<file path="src/rtl/if_stage_if.sv">
// Instruction-memory read bus between the fetch stage (master) and memory (slave).
interface if_stage_if #(
  parameter int unsigned ADDR_W  = 32,
  parameter int unsigned INSTR_W = 32
);
  logic               imem_req;
  logic [ADDR_W-1:0]  imem_addr;
  logic               imem_ready;
  logic [INSTR_W-1:0] imem_instr;

  modport master (
    output imem_req,
    output imem_addr,
    input  imem_ready,
    input  imem_instr
  );

  modport slave (
    input  imem_req,
    input  imem_addr,
    output imem_ready,
    output imem_instr
  );
endinterface

</file>
<file path="src/rtl/if_stage.sv">
// Instruction-fetch stage with IF/ID pipeline register and a one-entry skid buffer.
// A fetch that returns while the pipe is stalled is parked in the skid buffer
// instead of being re-issued. Optional stall counter under `IF_PERF_CNT_EN.
module if_stage #(
  parameter int unsigned       ADDR_W   = 32,
  parameter int unsigned       INSTR_W  = 32,
  parameter logic [ADDR_W-1:0] RESET_PC = '0
) (
  input  logic               clk_i,
  input  logic               rst_i,
  input  logic               PC_write_i,
  input  logic               IF_ID_write_i,
  input  logic               branch_i,
  input  logic [ADDR_W-1:0]  branch_target_i,
  if_stage_if.master         imem,
  output logic [ADDR_W-1:0]  IF_ID_pc_o,
  output logic [INSTR_W-1:0] IF_ID_instr_o,
`ifdef IF_PERF_CNT_EN
  output logic [31:0]        stall_cnt_o,
`endif
  output logic               IF_ID_valid_o
);

  typedef enum logic {ST_REQ, ST_BUF} state_e;

  typedef struct packed {
    logic [ADDR_W-1:0]  pc;
    logic [INSTR_W-1:0] instr;
    logic               valid;
  } ifid_t;

  state_e             state_q, state_d;
  logic [ADDR_W-1:0]  pc_q, pc_d;
  ifid_t              ifid_q, ifid_d;
  logic [ADDR_W-1:0]  skid_pc_q, skid_pc_d;
  logic [INSTR_W-1:0] skid_instr_q, skid_instr_d;

  logic stall;
  logic redirect;

  assign stall    = !PC_write_i || !IF_ID_write_i;
  // A stalled ID instruction has not made its final branch decision yet.
  assign redirect = branch_i && IF_ID_write_i;

  // Next-state logic: fetch/skid rows first, redirect overrides them.
  always_comb begin
    state_d      = state_q;
    pc_d         = pc_q;
    ifid_d       = ifid_q;
    skid_pc_d    = skid_pc_q;
    skid_instr_d = skid_instr_q;

    case (state_q)
      ST_REQ: begin
        if (imem.imem_ready) begin
          if (!stall) begin
            ifid_d.pc    = pc_q;
            ifid_d.instr = imem.imem_instr;
            ifid_d.valid = 1'b1;
            pc_d         = pc_q + ADDR_W'(4);
          end else begin
            skid_pc_d    = pc_q;
            skid_instr_d = imem.imem_instr;
            state_d      = ST_BUF;
          end
        end else if (!stall) begin
          // Bubble while memory is busy; address held stable.
          ifid_d.pc    = pc_q;
          ifid_d.instr = '0;
          ifid_d.valid = 1'b0;
        end
      end
      ST_BUF: begin
        if (!stall) begin
          ifid_d.pc    = skid_pc_q;
          ifid_d.instr = skid_instr_q;
          ifid_d.valid = 1'b1;
          pc_d         = pc_q + ADDR_W'(4);
          state_d      = ST_REQ;
        end
      end
      default: state_d = ST_REQ;
    endcase

    if (redirect) begin
      pc_d    = branch_target_i;
      ifid_d  = '0;
      state_d = ST_REQ;
    end
  end

  // State, PC, IF/ID and skid registers.
  always_ff @(posedge clk_i or negedge rst_i) begin
    if (!rst_i) begin
      state_q      <= ST_REQ;
      pc_q         <= RESET_PC;
      ifid_q       <= '0;
      skid_pc_q    <= '0;
      skid_instr_q <= '0;
    end else begin
      state_q      <= state_d;
      pc_q         <= pc_d;
      ifid_q       <= ifid_d;
      skid_pc_q    <= skid_pc_d;
      skid_instr_q <= skid_instr_d;
    end
  end

  // Request is gated by reset so memory sees no read while the stage is held in reset.
  assign imem.imem_req  = rst_i && (state_q == ST_REQ);
  assign imem.imem_addr = pc_q;
  assign IF_ID_pc_o     = ifid_q.pc;
  assign IF_ID_instr_o  = ifid_q.instr;
  assign IF_ID_valid_o  = ifid_q.valid;

`ifdef IF_PERF_CNT_EN
  logic [31:0] stall_cnt_q;
  logic        cnt_evt;

  assign cnt_evt = stall || ((state_q == ST_REQ) && !imem.imem_ready);

  // Saturating count of cycles lost to hazards or memory wait.
  always_ff @(posedge clk_i or negedge rst_i) begin
    if (!rst_i) begin
      stall_cnt_q <= '0;
    end else if (cnt_evt && (stall_cnt_q != 32'hFFFF_FFFF)) begin
      stall_cnt_q <= stall_cnt_q + 32'd1;
    end
  end

  assign stall_cnt_o = stall_cnt_q;
`endif

endmodule

</file>
<file path="src/flat_wrapper.sv">
// flat-port wrapper written by rule: the top's interface ports become plain ports
module if_stage_flat 
#(
  parameter int unsigned       ADDR_W   = 32,
  parameter int unsigned       INSTR_W  = 32,
  parameter logic [ADDR_W-1:0] RESET_PC = '0
)
  (clk_i, rst_i, PC_write_i, IF_ID_write_i, branch_i, branch_target_i, IF_ID_pc_o, IF_ID_instr_o, IF_ID_valid_o, imem_imem_req, imem_imem_addr, imem_imem_ready, imem_imem_instr);
  if_stage_if #(.ADDR_W(ADDR_W), .INSTR_W(INSTR_W)) imem_i ();
  input  logic clk_i;
  input  logic rst_i;
  input  logic PC_write_i;
  input  logic IF_ID_write_i;
  input  logic branch_i;
  input  logic [ADDR_W-1:0] branch_target_i;
  output logic [ADDR_W-1:0] IF_ID_pc_o;
  output logic [INSTR_W-1:0] IF_ID_instr_o;
  output logic IF_ID_valid_o;
  output wire logic [$bits(imem_i.imem_req)-1:0] imem_imem_req;
  output wire logic [$bits(imem_i.imem_addr)-1:0] imem_imem_addr;
  input wire logic [$bits(imem_i.imem_ready)-1:0] imem_imem_ready;
  input wire logic [$bits(imem_i.imem_instr)-1:0] imem_imem_instr;
  assign imem_imem_req = imem_i.imem_req;
  assign imem_imem_addr = imem_i.imem_addr;
  assign imem_i.imem_ready = imem_imem_ready;
  assign imem_i.imem_instr = imem_imem_instr;
  if_stage #(.ADDR_W(ADDR_W), .INSTR_W(INSTR_W), .RESET_PC(RESET_PC)) u_core (.clk_i(clk_i), .rst_i(rst_i), .PC_write_i(PC_write_i), .IF_ID_write_i(IF_ID_write_i), .branch_i(branch_i), .branch_target_i(branch_target_i), .imem(imem_i), .IF_ID_pc_o(IF_ID_pc_o), .IF_ID_instr_o(IF_ID_instr_o), .IF_ID_valid_o(IF_ID_valid_o));
endmodule
</file>
<file path="config.mk">
export PLATFORM = sky130hd
export DESIGN_NAME = if_stage_flat
export DESIGN_NICKNAME = d
export VERILOG_FILES = /design/src/rtl/if_stage_if.sv /design/src/rtl/if_stage.sv /design/src/flat_wrapper.sv
export SDC_FILE = /design/constraint.sdc
export NUM_CORES = 1
export LEC_CHECK = 0
export CORE_ASPECT_RATIO = 1.75
export CORE_UTILIZATION = 40
export CTS_CLUSTER_SIZE = 8
export DETAILED_ROUTE_END_ITERATION = 12
export PLACE_DENSITY = 0.69
export SYNTH_ARGS = -nofsm -noshare
export SYNTH_HDL_FRONTEND = slang
export SYNTH_SLANG_ARGS = --single-unit
</file>
<file path="constraint.sdc">
create_clock -name clk_i -period 1.9 [get_ports clk_i]
set_input_delay 0.285 -clock clk_i [delete_from_list [all_inputs] [get_ports clk_i]]
set_output_delay 0.285 -clock clk_i [all_outputs]
set_load 0.005 [all_outputs]
</file>
==> flow_summary.ini <==
[worst_hold_path]
hold_path_class = in2reg

[floorplanning]
die_y_um = 180
die_w_um = 103
dieArea_um2 = 18600
num_io_pins = 168
start_util_pct = 41.1
coreArea_um2 = 17500
num_rows = 64

[setup_path]
startpoint_type = flip-flop
crit_type = reg2out
endpoint_kind = output port
crit_required_ns = 1.62
crit_arrival_ns = 1.53
critical_path.max_fanout = 6

[placement]
dpl_cell_area_um2 = 9470
io_buffers = 167
dp_hpwl_um = 14100
pre_cts_slack_ns = -0.0851
routabilityCongestion = 0.862

[route]
vias = 5989
drc_errors = 0
routed_wl_um = 20400
dr.pass1.iters = 4
viasPerCell = 5.44
drtIter0Drc = 287
wl_per_cell_um = 18.5
ant_nets = 0

[flow_run]
maxCapViolCount = 0

[cts]
clk_latency_ns = 0.43
post_cts_buffers = 0
clock_sinks = 162
numCtsBuffers = 17
path_clk_slew_ns = 0.07
cts_tree = done
cts_buffer_depth = 2
h-tree-depth = 4
ctsRootBufferMaster = clkbuf_16

[global_route]
antenna_found_initial = 0
grt_pass1_vias = 6148
grt.busiest_layer = met2
grt_use_met1_pct = 27.1
grt_overflow = 0
grt_pass1_wl_um = 32400
grt_usage_pct = 22.9
grtUsageMet2_pct = 39.1
globalRouteMet3Util_pct = 3.30
grt_start_max_net_pins = 120

[sta]
fmax_ghz = 0.552
setup_viol = 0
fin_crit_ns = 1.81
layout_setup_ws_ns = 0.0868
drv_slew = 0
skew_ns = 0.00989
finalCritPeriodShare_pct = 95.4
rsz0062_at_grt = no
hold_viol = 0
relSlewSlack_pct = 51.7
tightestPinTransition_ns = 0.724

[final_layout]
layout-drive-gt1-share_pct = 18.5
fin_area_um2 = 10100
nNetsFinal = 928
final_core_util_pct = 57.5
area_delta_synth_final_pct = 39.8
diodes = 0

[synth]
ys_top_cells_by_area = dfrtp_1, mux2_2, o21ai_0, nand2_1, mux2i_1
ys_ff_latch = 162
syn_nets = 734
avgSynthCellArea_um2 = 10.9
synthDistinctLibCells = 42
postSynthCellCount = 663
synthArstFlopShare_pct = 100
synth-edff-count = 0
ys_warn_count = 0
synth_most_common_cell = dfrtp_1
synth_common_cells = dfrtp_1, nand2_1, o21ai_0, mux2_2, a22oi_1
synth_largest_area_cell = dfrtp_1
syn-cell-area_um2 = 7210
yosys.area.top_type_share_pct = 56.2
synth-seq-area-share_pct = 56.2
synthFlopType = dfrtp_1

[power]
internal-power_w = 0.00751
p_sw_share_pct = 28.5
p_switching_w = 0.00300
leakagePower_nw = 4.26
power_density_nw_per_um2 = 1040
p_clk_share_pct = 33.0
power.share.combinational_pct = 23.9
seqPwrFrac_pct = 43.1
ir_drop_mv = 0.594

[outcome]
status = finished clean
-- through the flow --
stage | TNS (ns) | power (W) | instances | hold WS, ns
2_1_floorplan | 0 | 0.00565 | 663 | -0.0106
3_3_place_gp | -0.254 | 0.00700 | 1068 | 0.455
3_5_place_dp | -1.33 | 0.00711 | 1068 | 0.459
4_1_cts | 0 | 0.0106 | 1101 | 0.375
5_1_grt | 0 | 0.0110 | 1101 | 0.390
6_report | 0 | 0.0105 | 1101 | 0.393
-- critical path, stage by stage (launching register included) --
cell,delay (ns)
dfrtp_1,0.45
buf_4,0.16
clkdlybuf4s50_1,0.49
-- registers in the layout (all words and copies together), names as in the netlist --
| register | flops |
|---|---|
| u_core.IF_ID_pc_o | 32 |
| u_core.imem.imem_addr | 32 |
| u_core.skid_pc_q | 32 |
| u_core.state_q | 1 |
| u_core.IF_ID_valid_o | 1 |
| u_core.IF_ID_instr_o | 32 |
| u_core.skid_instr_q | 32 |
-- cell usage in the layout, fill, tap and decap left out, drive strengths merged, types with 2 or more instances in the layout --
cell type      netlist  layout
buf                 14      56
and3                 4       4
nor2                12      12
inv                  4       9
a22oi               37      37
xor2                 6       6
dfrtp              162     162
nor2b                2       2
a2bb2oi              4       4
or4                  2       2
a311oi               2       2
clkinv               0       6
clkdlybuf4s50        0     165
a21oi               20      20
nand4               16      16
o211ai               5       5
or3                  2       2
nand2              105     105
o22ai                9       9
clkbuf              34      18
nand3               17      17
o21ai               86      86
mux2                61      61
nor3                 4       4
and2                 5       5
mux2i               32      32
nor4                 3       3
o311ai               5       5
a31oi                2       2
bufinv               0       2
-- kinds of logic after synthesis --
| logic type | synth area share, % |
|---|---|
| buffers and inverters | 2.95 |
| multiplexers | 14.0 |
| XOR/XNOR | 0.850 |
| AND/OR/NAND/NOR | 11.4 |
| adder cells (fa/ha/maj) | 0.174 |
| flip-flops | 56.2 |
| AO/OA/AOI/OAI | 14.4 |
-- power groups by stage --
stage	combinational [W]	sequential, W	clock [W]
6_report	0.00251	0.00452	0.00347
5_1_grt	0.00274	0.00460	0.00367
4_1_cts	0.00254	0.00452	0.00354
3_5_place_dp	0.00252	0.00458	0
3_3_place_gp	0.00247	0.00453	0
2_1_floorplan	0.00109	0.00456	0
-- per-layer routing --
layer  vias to the layer above  part of all wire, %  wire length [um]
li1                       2775                    -                 -
met1                      2973                   39              7900
met2                       194                   53             10800
met3                        47                  4.3               878
met4                         0                  4.0               813
met5                         -                    0                 0
-- area by class of cell --
class | instances | area (um2)
Fill cell | 1506 | 7460
Inverter | 4 | 15.0
Timing Repair Buffer | 223 | 2160
Sequential cell | 162 | 4060
Tap cell | 231 | 289
Clock inverter | 14 | 153
Clock buffer | 18 | 439
Multi-Input combinational cell | 449 | 2960
-- path summary, 6_finish.rpt --
| path | start | endpoint | slack, ns | cells past startpoint |
|---|---|---|---|---|
| setup / recovery | u_core.imem.imem_addr[11] | imem_imem_addr[11] | 0.09 | 2 |
| hold / removal | branch_target_i[0] | u_core.imem.imem_addr[0] | 0.39 | 3 |
| setup reg to reg | u_core.imem.imem_addr[5] | u_core.imem.imem_addr[31] | 0.18 | 6 |
| hold reg to reg | u_core.IF_ID_instr_o[30] | u_core.IF_ID_instr_o[30] | 0.48 | 2 |
| max in group asynchronous | rst_i | u_core.IF_ID_pc_o[29] | 0.78 | 3 |
| min in group asynchronous | rst_i | u_core.skid_pc_q[1] | 0.52 | 3 |
-- what timing repair did --
action | CTS | global route
cloned | 0 | 0
hold buffers | 1 | 0
gates resized for setup | 1 | 1
hold endpoints to repair | 11 | 0
pin swaps | 0 | 0
setup endpoints to repair | 1 | 1
(Power assumes the default switching activity.)
